[config.mk]
export PLATFORM = sky130hd
export DESIGN_NAME = asrv32_mem_arbiter_flat
export DESIGN_NICKNAME = d
export VERILOG_FILES = /design/src/rtl/asrv32_mem_arbiter_pkg.sv /design/src/rtl/asrv32_mem_arbiter_if.sv /design/src/rtl/asrv32_mem_arbiter_rr_arb2.sv /design/src/rtl/asrv32_mem_arbiter.sv /design/src/flat_wrapper.sv
export SDC_FILE = /design/constraint.sdc
export NUM_CORES = 1
export LEC_CHECK = 0
export BUFFER_PORTS_ARGS = -buffer_cell sky130_fd_sc_hd__buf_2
export CAP_MARGIN = 40
export CORE_ASPECT_RATIO = 1.75
export CORE_MARGIN = 2
export CORE_UTILIZATION = 43
export DETAILED_ROUTE_END_ITERATION = 8
export GPL_TIMING_DRIVEN = 0
export PLACE_DENSITY_LB_ADDON = 0.12
export SETUP_SLACK_MARGIN = 0.3
export SLEW_MARGIN = 10
export SYNTH_ARGS = -nofsm -noshare
export SYNTH_HDL_FRONTEND = slang
export SYNTH_HIERARCHICAL = 1
export SYNTH_SLANG_ARGS = --single-unit
export TNS_END_PERCENT = 20
[constraint.sdc]
create_clock -name i_clk -period 2.45 [get_ports i_clk]
set_input_delay 0.1225 -clock i_clk [delete_from_list [all_inputs] [get_ports i_clk]]
set_output_delay 0.1225 -clock i_clk [all_outputs]
set_load 0.03 [all_outputs]
[src/rtl/asrv32_mem_arbiter_pkg.sv]
// ============================================================================
// Module      : asrv32_mem_arbiter_pkg
// Description : Shared state encodings and grant identifiers for the
//               instruction/data memory arbiter.
// Revision    : 1.0 - initial release
// ============================================================================
`default_nettype none

package asrv32_mem_arbiter_pkg;

    typedef enum logic [1:0] {
        ST_IDLE   = 2'd0,
        ST_BUSY_I = 2'd1,
        ST_BUSY_D = 2'd2
    } arb_state_e;

    localparam logic GRANT_INST = 1'b0;
    localparam logic GRANT_DATA = 1'b1;

endpackage

`default_nettype wire

[src/rtl/asrv32_mem_arbiter_if.sv]
// ============================================================================
// Module      : asrv32_mem_arbiter_if
// Description : Core-side stb/ack buses and memory-side port of the arbiter.
// Revision    : 1.0 - initial release
// ============================================================================
`default_nettype none

interface asrv32_mem_arbiter_if #(
    parameter int AW = 10
);
    logic          stb_inst;
    logic [AW-1:0] inst_addr;
    logic          ack_inst;
    logic [31:0]   inst;

    logic          stb_data;
    logic [AW-1:0] data_addr;
    logic [31:0]   data_in;
    logic          wr_en;
    logic [3:0]    wr_mask;
    logic          ack_data;
    logic [31:0]   data_out;

    logic          mem_en;
    logic [AW-3:0] mem_addr;
    logic          mem_wr_en;
    logic [3:0]    mem_wr_mask;
    logic [31:0]   mem_wdata;
    logic [31:0]   mem_rdata;

    // Arbiter view
    modport slave (
        input  stb_inst, inst_addr, stb_data, data_addr, data_in, wr_en, wr_mask, mem_rdata,
        output ack_inst, inst, ack_data, data_out,
        output mem_en, mem_addr, mem_wr_en, mem_wr_mask, mem_wdata
    );

    // Core + memory view
    modport master (
        output stb_inst, inst_addr, stb_data, data_addr, data_in, wr_en, wr_mask, mem_rdata,
        input  ack_inst, inst, ack_data, data_out,
        input  mem_en, mem_addr, mem_wr_en, mem_wr_mask, mem_wdata
    );
endinterface

`default_nettype wire

[src/rtl/asrv32_mem_arbiter_rr_arb2.sv]
// ============================================================================
// Module      : asrv32_rr_arb2
// Description : Two-input round-robin grant; a tie goes to the requester
//               that was not granted last.
// Revision    : 1.0 - initial release
// ============================================================================
`default_nettype none

module asrv32_rr_arb2
    import asrv32_mem_arbiter_pkg::*;
(
    input  wire logic i_clk,
    input  wire logic i_rst_n,
    input  wire logic en_i,
    input  wire logic req_inst_i,
    input  wire logic req_data_i,
    output logic      gnt_inst_o,
    output logic      gnt_data_o
);
    logic last_grant_q;
    logic last_grant_d;

    always_comb begin
        gnt_inst_o   = en_i & req_inst_i & (~req_data_i | (last_grant_q == GRANT_DATA));
        gnt_data_o   = en_i & req_data_i & ~gnt_inst_o;
        last_grant_d = last_grant_q;
        if (gnt_inst_o)
            last_grant_d = GRANT_INST;
        else if (gnt_data_o)
            last_grant_d = GRANT_DATA;
    end

    // Reset to DATA so the instruction port wins the first tie
    always_ff @(posedge i_clk or negedge i_rst_n) begin
        if (!i_rst_n)
            last_grant_q <= GRANT_DATA;
        else
            last_grant_q <= last_grant_d;
    end

endmodule

`default_nettype wire

[src/rtl/asrv32_mem_arbiter.sv]
// ============================================================================
// Module      : asrv32_mem_arbiter
// Description : Serialises instruction-fetch and load/store accesses onto one
//               synchronous-read memory port; registered data, one-cycle ack.
// Revision    : 1.0 - initial release
// ============================================================================
`default_nettype none

module asrv32_mem_arbiter
    import asrv32_mem_arbiter_pkg::*;
#(
    parameter int MEMORY_DEPTH = 1024
) (
    input  wire logic            i_clk,
    input  wire logic            i_rst_n,
    asrv32_mem_arbiter_if.slave  bus
);
    localparam int AW = $clog2(MEMORY_DEPTH);

    arb_state_e  state_q, state_d;
    logic        ack_inst_q, ack_inst_d;
    logic        ack_data_q, ack_data_d;
    logic [31:0] inst_q, inst_d;
    logic [31:0] data_q, data_d;

    logic          gnt_inst, gnt_data;
    logic          mem_en, mem_wr_en;
    logic [AW-3:0] mem_addr;
    logic [3:0]    mem_wr_mask;
    logic [31:0]   mem_wdata;
    logic          unused_addr_lsbs;

    assign unused_addr_lsbs = ^{bus.inst_addr[1:0], bus.data_addr[1:0]};

    // A requester whose ack is high this cycle is still holding its old stb
    asrv32_rr_arb2 u_rr_arb2 (
        .i_clk      (i_clk),
        .i_rst_n    (i_rst_n),
        .en_i       (state_q == ST_IDLE),
        .req_inst_i (bus.stb_inst & ~ack_inst_q),
        .req_data_i (bus.stb_data & ~ack_data_q),
        .gnt_inst_o (gnt_inst),
        .gnt_data_o (gnt_data)
    );

    always_comb begin
        state_d     = state_q;
        ack_inst_d  = 1'b0;
        ack_data_d  = 1'b0;
        inst_d      = inst_q;
        data_d      = data_q;
        mem_en      = 1'b0;
        mem_addr    = '0;
        mem_wr_en   = 1'b0;
        mem_wr_mask = 4'b0000;
        mem_wdata   = 32'h0;
        case (state_q)
            ST_IDLE: begin
                if (gnt_inst) begin
                    mem_en   = 1'b1;
                    mem_addr = bus.inst_addr[AW-1:2];
                    state_d  = ST_BUSY_I;
                end else if (gnt_data) begin
                    mem_en      = 1'b1;
                    mem_addr    = bus.data_addr[AW-1:2];
                    mem_wr_en   = bus.wr_en;
                    mem_wr_mask = bus.wr_mask;
                    mem_wdata   = bus.data_in;
                    state_d     = ST_BUSY_D;
                end
            end
            ST_BUSY_I: begin
                inst_d     = bus.mem_rdata;
                ack_inst_d = 1'b1;
                state_d    = ST_IDLE;
            end
            ST_BUSY_D: begin
                data_d     = bus.mem_rdata;
                ack_data_d = 1'b1;
                state_d    = ST_IDLE;
            end
            default: state_d = ST_IDLE;
        endcase
    end

    always_ff @(posedge i_clk or negedge i_rst_n) begin
        if (!i_rst_n) begin
            state_q    <= ST_IDLE;
            ack_inst_q <= 1'b0;
            ack_data_q <= 1'b0;
            inst_q     <= 32'h0;
            data_q     <= 32'h0;
        end else begin
            state_q    <= state_d;
            ack_inst_q <= ack_inst_d;
            ack_data_q <= ack_data_d;
            inst_q     <= inst_d;
            data_q     <= data_d;
        end
    end

    assign bus.ack_inst    = ack_inst_q;
    assign bus.inst        = inst_q;
    assign bus.ack_data    = ack_data_q;
    assign bus.data_out    = data_q;
    assign bus.mem_en      = mem_en;
    assign bus.mem_addr    = mem_addr;
    assign bus.mem_wr_en   = mem_wr_en;
    assign bus.mem_wr_mask = mem_wr_mask;
    assign bus.mem_wdata   = mem_wdata;

endmodule

`default_nettype wire
[src/flat_wrapper.sv]
// flat-port wrapper written by rule: the top's interface ports become plain ports
module asrv32_mem_arbiter_flat import asrv32_mem_arbiter_pkg::*;
#(
    parameter int MEMORY_DEPTH = 1024
)
  (i_clk, i_rst_n, bus_stb_inst, bus_inst_addr, bus_stb_data, bus_data_addr, bus_data_in, bus_wr_en, bus_wr_mask, bus_mem_rdata, bus_ack_inst, bus_inst, bus_ack_data, bus_data_out, bus_mem_en, bus_mem_addr, bus_mem_wr_en, bus_mem_wr_mask, bus_mem_wdata);
  asrv32_mem_arbiter_if bus_i ();
  input  wire logic i_clk;
  input  wire logic i_rst_n;
  input wire logic [$bits(bus_i.stb_inst)-1:0] bus_stb_inst;
  input wire logic [$bits(bus_i.inst_addr)-1:0] bus_inst_addr;
  input wire logic [$bits(bus_i.stb_data)-1:0] bus_stb_data;
  input wire logic [$bits(bus_i.data_addr)-1:0] bus_data_addr;
  input wire logic [$bits(bus_i.data_in)-1:0] bus_data_in;
  input wire logic [$bits(bus_i.wr_en)-1:0] bus_wr_en;
  input wire logic [$bits(bus_i.wr_mask)-1:0] bus_wr_mask;
  input wire logic [$bits(bus_i.mem_rdata)-1:0] bus_mem_rdata;
  output wire logic [$bits(bus_i.ack_inst)-1:0] bus_ack_inst;
  output wire logic [$bits(bus_i.inst)-1:0] bus_inst;
  output wire logic [$bits(bus_i.ack_data)-1:0] bus_ack_data;
  output wire logic [$bits(bus_i.data_out)-1:0] bus_data_out;
  output wire logic [$bits(bus_i.mem_en)-1:0] bus_mem_en;
  output wire logic [$bits(bus_i.mem_addr)-1:0] bus_mem_addr;
  output wire logic [$bits(bus_i.mem_wr_en)-1:0] bus_mem_wr_en;
  output wire logic [$bits(bus_i.mem_wr_mask)-1:0] bus_mem_wr_mask;
  output wire logic [$bits(bus_i.mem_wdata)-1:0] bus_mem_wdata;
  assign bus_i.stb_inst = bus_stb_inst;
  assign bus_i.inst_addr = bus_inst_addr;
  assign bus_i.stb_data = bus_stb_data;
  assign bus_i.data_addr = bus_data_addr;
  assign bus_i.data_in = bus_data_in;
  assign bus_i.wr_en = bus_wr_en;
  assign bus_i.wr_mask = bus_wr_mask;
  assign bus_i.mem_rdata = bus_mem_rdata;
  assign bus_ack_inst = bus_i.ack_inst;
  assign bus_inst = bus_i.inst;
  assign bus_ack_data = bus_i.ack_data;
  assign bus_data_out = bus_i.data_out;
  assign bus_mem_en = bus_i.mem_en;
  assign bus_mem_addr = bus_i.mem_addr;
  assign bus_mem_wr_en = bus_i.mem_wr_en;
  assign bus_mem_wr_mask = bus_i.mem_wr_mask;
  assign bus_mem_wdata = bus_i.mem_wdata;
  asrv32_mem_arbiter #(.MEMORY_DEPTH(MEMORY_DEPTH)) u_core (.i_clk(i_clk), .i_rst_n(i_rst_n), .bus(bus_i));
endmodule
### After elaboration in Yosys (flattened, before gate mapping)

Index checks and enable logic that the tools add are counted.

| storage, ports and cells | value |
|---|---|
| bits in registers | 69 |
| input bits | 93 |
| output and inout port bits | 112 |
| logic and storage cells | 44 |

| cells by class | value |
|---|---|
| eq/ne operators | 3 |
| mux-type cells | 22 |
| bitwise logic cells | 11 |
| reduce and logical (&&, ||, !) cells | 2 |

Operators with widths:

| operator | number |
|---|---|
| 32-bit 2-to-1 mux | 3 |
| 8-bit 2-to-1 mux | 3 |
| 4-bit 2-to-1 mux | 3 |
| 1-bit 2-to-1 mux | 10 |
| 1-bit AND | 6 |
| 2-bit 2-to-1 mux | 3 |
| 1-bit NOT | 4 |
| 3-bit by 1-bit inequality test with 1-bit output (second input constant) | 1 |
| 2-bit by 1-bit == test with 1-bit output (second input constant) | 1 |
| 2-bit == test (second input constant) | 1 |
| 2-bit logical NOT | 1 |
| 2-bit nonzero test | 1 |
| 1-bit OR | 1 |

### Depth between registers and ports, before layout

| depth | value |
|---|---|
| depth after elaboration | 10 |
| depth in mapped cells | 10 |
| gate-level depth less buffers | 6 |

### Hierarchy

Netlist, hierarchy kept.

By module, submodules not included:

| module | times used | cells each | area an instance (um2) | seq. area each (um2) |
|---|---|---|---|---|
| asrv32_mem_arbiter | 1 | 220 | 3186.8 | 1701.6 |
| asrv32_rr_arb2 | 1 | 8 | 62.6 | 26.3 |

### Worst setup path before layout

OpenSTA, ideal clock, no wires.

| path | value |
|---|---|
| path type | register to output |
| start | reg u_core.state_q[0] |
| end | out bus_mem_addr[5] |
| arrival | 2.103 ns |
| slack | 0.224 ns |
| cell stages (with the launch flop) | 10 |
| path buffers | 3 |
| path through | dfrtp_1 -> or2_2 -> buf_2 -> inv_1 -> nand2_1 -> a21oi_1 -> buf_2 -> clkbuf_1 -> nand2_1 -> a21oi_1 |

| on the way | value |
|---|---|
| cells in the longest elaborated chain, start to end | 8 |

Ends and longest elaborated chain:

| item | line | RTL |
|---|---|---|
| start: declaration | asrv32_mem_arbiter.sv:20 | `arb_state_e state_q, state_d;` |
| start signal: assignment | asrv32_mem_arbiter.sv:94 | `state_q <= state_d;` |
| 2-bit logical NOT * | asrv32_mem_arbiter.sv:39 | `.en_i (state_q == ST_IDLE),` |
| 1-bit AND * (2 in series) | asrv32_mem_arbiter_rr_arb2.sv:24 | `gnt_inst_o = en_i & req_inst_i & (~req_data_i \| (last_grant_q == GRANT_DATA));` |
| named net u_core.gnt_inst | asrv32_mem_arbiter.sv:26 | `logic gnt_inst, gnt_data;` |
| 1-bit NOT | asrv32_mem_arbiter_rr_arb2.sv:25 | `gnt_data_o = en_i & req_data_i & ~gnt_inst_o;` |
| 1-bit AND | asrv32_mem_arbiter_rr_arb2.sv:25 |  |
| 8-bit 2-to-1 mux | asrv32_mem_arbiter.sv:63 | `end else if (gnt_data) begin` |
| 8-bit 2-to-1 mux * | asrv32_mem_arbiter.sv:59 | `if (gnt_inst) begin` |
| 8-bit 2-to-1 mux * | asrv32_mem_arbiter.sv:57 | `case (state_q)` |
| end: declaration | flat_wrapper.sv:23 | `output wire logic [$bits(bus_i.mem_addr)-1:0] bus_mem_addr;` |

Mark *: on every way through the listed nets, which the timed path passes. The rest lies on a longest branch.

### Worst setup path after layout

| path | value |
|---|---|
| start | reg u_core.state_q[1] |
| end | out bus_mem_wdata[13] |

| on the way | value |
|---|---|
| cells in the longest elaborated chain, start to end | 8 |

Ends and longest elaborated chain:

| item | line | RTL |
|---|---|---|
| 2-bit logical NOT * | asrv32_mem_arbiter.sv:39 |  |
| 1-bit AND (2 in series) | asrv32_mem_arbiter_rr_arb2.sv:24 |  |
| 1-bit NOT | asrv32_mem_arbiter_rr_arb2.sv:25 |  |
| 1-bit AND * | asrv32_mem_arbiter_rr_arb2.sv:25 |  |
| named net u_core.gnt_data | asrv32_mem_arbiter.sv:26 |  |
| 32-bit 2-to-1 mux * | asrv32_mem_arbiter.sv:63 |  |
| 32-bit 2-to-1 mux * | asrv32_mem_arbiter.sv:59 |  |
| 32-bit 2-to-1 mux * | asrv32_mem_arbiter.sv:57 |  |
| end: declaration | flat_wrapper.sv:26 | `output wire logic [$bits(bus_i.mem_wdata)-1:0] bus_mem_wdata;` |

Marks and branches as above.

==> impl_metrics.toml <==
[route]
drt-wirelength-per-cell_um = 16.9
vias_per_cell = 4.84
drtAntennaViolNets = 0
finalWirelength_um = 9330
via_count = 2667
drc = 0
dr.pass1.iters = 4
drt-initial-drc-count = 55

[sta]
grt_setup_unrepaired = "true"
final-setup-viol-count = 0
final_hold_viol_count = 0
period_needed_ns = 2.42
report.final.slew_viol_count = 0
period_share_pct = 98.6
skew_ns = 0.00301
worst_slack_ns = 0.0337
fmax_mhz = 414
max_slew.worst_pin.slew_ns = 0.343
maxSlewHeadroom_pct = 77.1

[final_layout]
final.fill_count = 552
area_growth_pct = 61.5
stdcell_count = 551
multi_input_area_um2 = 1470
nets = 551
seq_area_um2 = 1730
layout_commonest_cell = "buf_2"
finalInstanceArea_um2 = 5250
diodes = 0
layout_common_cells = "158 x buf_2, 68 x dfrtp_1, 58 x buf_6, 41 x mux2_4, 27 x and2_4"
fin_util_pct = 70.3
drive_gt1_share_pct = 77.3

[clocking]
cts.sinks = 69
clockRootBuffer = "clkbuf_16"
cts_buffers = 9
cts_tree = "yes"
clock_latency_ns = 0.32
clkTransAtPathRegs_ns = 0.05
htreeDepth = 3
cts_buffer_depth = 2

[placed_design]
post_dp_cell_area_um2 = 4390
io_buffer_count = 200
dp_cells = 517
dp_hpwl_um = 6330
gp_congestion = 0.723
post-place-ws_ns = 0.00717

[synth]
synth_top_cell_area_share_pct = 52.4
synth.avg_cell_area_um2 = 14.3
yosys.area.top_type = "dfrtp_1"
netlist_area_um2 = 3250
synth_area_leaders = "dfrtp_1 52%, mux2_4 19%, mux2_2 8.0%"
synthesis.nets = 321
yosysUniqueCellTypes = 21
yosysWarnings = 6
ys_ff_latch = 69
syn_inst = 228
ys_seq_area_share_pct = 53.2

[global_route]
grt_pass1_vias = 2680
grt_pass1_wl_um = 13900
grtUsageTotal_pct = 21.7
overflow = 0
grt_max_degree = 59
antenna_found_initial = 0

[pwr]
totalPowerFinal_mw = 8.47
p_per_area_nw_per_um2 = 1610
ir_drop_mv = 0.829
p_leak_nw = 2.74

[setup_path]
crit_path_max_incr_delay_ns = 0.38
endpoint_kind = "output pin"
cpMaxStageDelayCell = "dfrtp_1"
cp-start-kind = "flop"
crit_path_frequent_cell = "buf_6"
worstPathMaxFanout = 7
arrival_ns = 2.29
cp.required_ns = 2.33
r2r-end = "u_core/state_q[0]"
crit_type = "reg -> out"
reg2regPathDepth = 11
cp_top_family = "simple AND/OR/NAND/NOR gates"
r2r_slack_ns = 0.71
r2r-start = "u_core/state_q[1]"
crit_chain = "or2_4, buf_6, inv_6, nand2_4, a21oi_2, buf_4, nor4b_4, buf_6, buf_6, and2_4, buf_6"
cp_num_buf_inv = 6

[worst_hold_path]
min-delay-path-class = "in -> reg"
hp-start = "bus_mem_rdata[16]"
min_path_cells = 2
hold_end = "u_core/bus.inst[16]"

[run]
drv_cap = 0

[floorplanning]
fp.dieH_um = 119
die_area_um2 = 8300
coreArea_um2 = 7460
start_util_pct = 43.5
rows = 42
die_w_um = 69.7
io-pin-count = 205

[status]
status = "finished, final reports clean"
[report_power, final]
part | internal [mW] | leakage [nW] | switching [mW]
clock network | 0.739 | 0.134 | 0.428
registers | 1.74 | 0.816 | 0.302
logic | 2.39 | 1.79 | 2.87
[how the worst max path moves through the flow]
stage	start	to	slack [ns]	depth (start not counted)
global route	u_core/state_q[1]	bus_mem_wdata[14]	-0.09	11
floorplan	u_core/state_q[0]	bus_mem_addr[5]	0.22	9
finish	u_core/state_q[1]	bus_mem_wdata[13]	0.03	11
CTS	u_core/state_q[1]	bus_mem_wr_en	0.04	11
global placement	u_core/state_q[0]	bus_mem_wdata[6]	0.01	11
detailed placement	u_core/state_q[0]	bus_mem_wdata[6]	0.007	11
[metrics by stage]
step           hold slack (ns)  setup TNS (ns)
6_report                0.0415               0
5_1_grt                 0.0304           -1.90
4_1_cts                 0.0289               0
3_5_place_dp           -0.0187               0
3_3_place_gp             0.367               0
2_1_floorplan           -0.173               0
[routing by layer]
layer  wire length, µm  part of all wire (%)  global-route usage [%]
met2              4860                    52                    37.4
met3               872                   9.3                    7.78
met4               161                   1.7                    7.21
met1              3440                    37                    25.0
met5                 0                     0                       0
[sequential cells by signal, indices dropped and copies added (netlist names)]
name,count
u_core/bus.ack_data,1
u_core/state_q,2
u_core/bus.inst,32
u_core/bus.data_out,32
u_core/u_rr_arb2/last_grant_q,1
u_core/bus.ack_inst,1
[Yosys cell counts, drive strengths merged]
master / count
a21oi: 11
and2: 38
and3: 1
buf: 15
clkbuf: 1
dfrtp: 68
dfstp: 1
inv: 3
mux2: 64
nand2: 10
nand2b: 1
nand3b: 8
nor2: 2
nor2b: 3
nor4b: 1
or2: 1
[kinds of logic after synthesis]
kind of cell | after synthesis | synth area share, %
AOI/OAI and AO/OA | 11 | 1.81
buffers and inverters | 19 | 5.66
DFF | 69 | 53.2
muxes | 64 | 26.9
and+or+nand+nor | 65 | 12.4
[final cells by class]
| cell class | instances | share of cell area, % |
|---|---|---|
| multi-input cells | 140 | 27.9 |
| inverters | 3 | 0.310 |
| well taps | 88 | 2.10 |
| repair buffers | 219 | 27.6 |
| clock inverters | 1 | 0.0954 |
| plain buffers | 16 | 3.94 |
| clock buffers | 15 | 5.10 |
| flip-flops and latches | 69 | 32.9 |
[what timing repair did]
| action | 4_1_cts | 5_1_grt |
|---|---|---|
| gates cloned | 3 | 1 |
| hold endpoints to repair | 68 | 0 |
| setup buffers | 7 | 6 |
| setup endpoints to repair | 46 | 46 |
| gates resized for setup | 71 | 100 |
| hold buffers | 1 | 0 |
| pin swaps | 4 | 31 |
No activity file was read; power rests on OpenSTA's default activity.
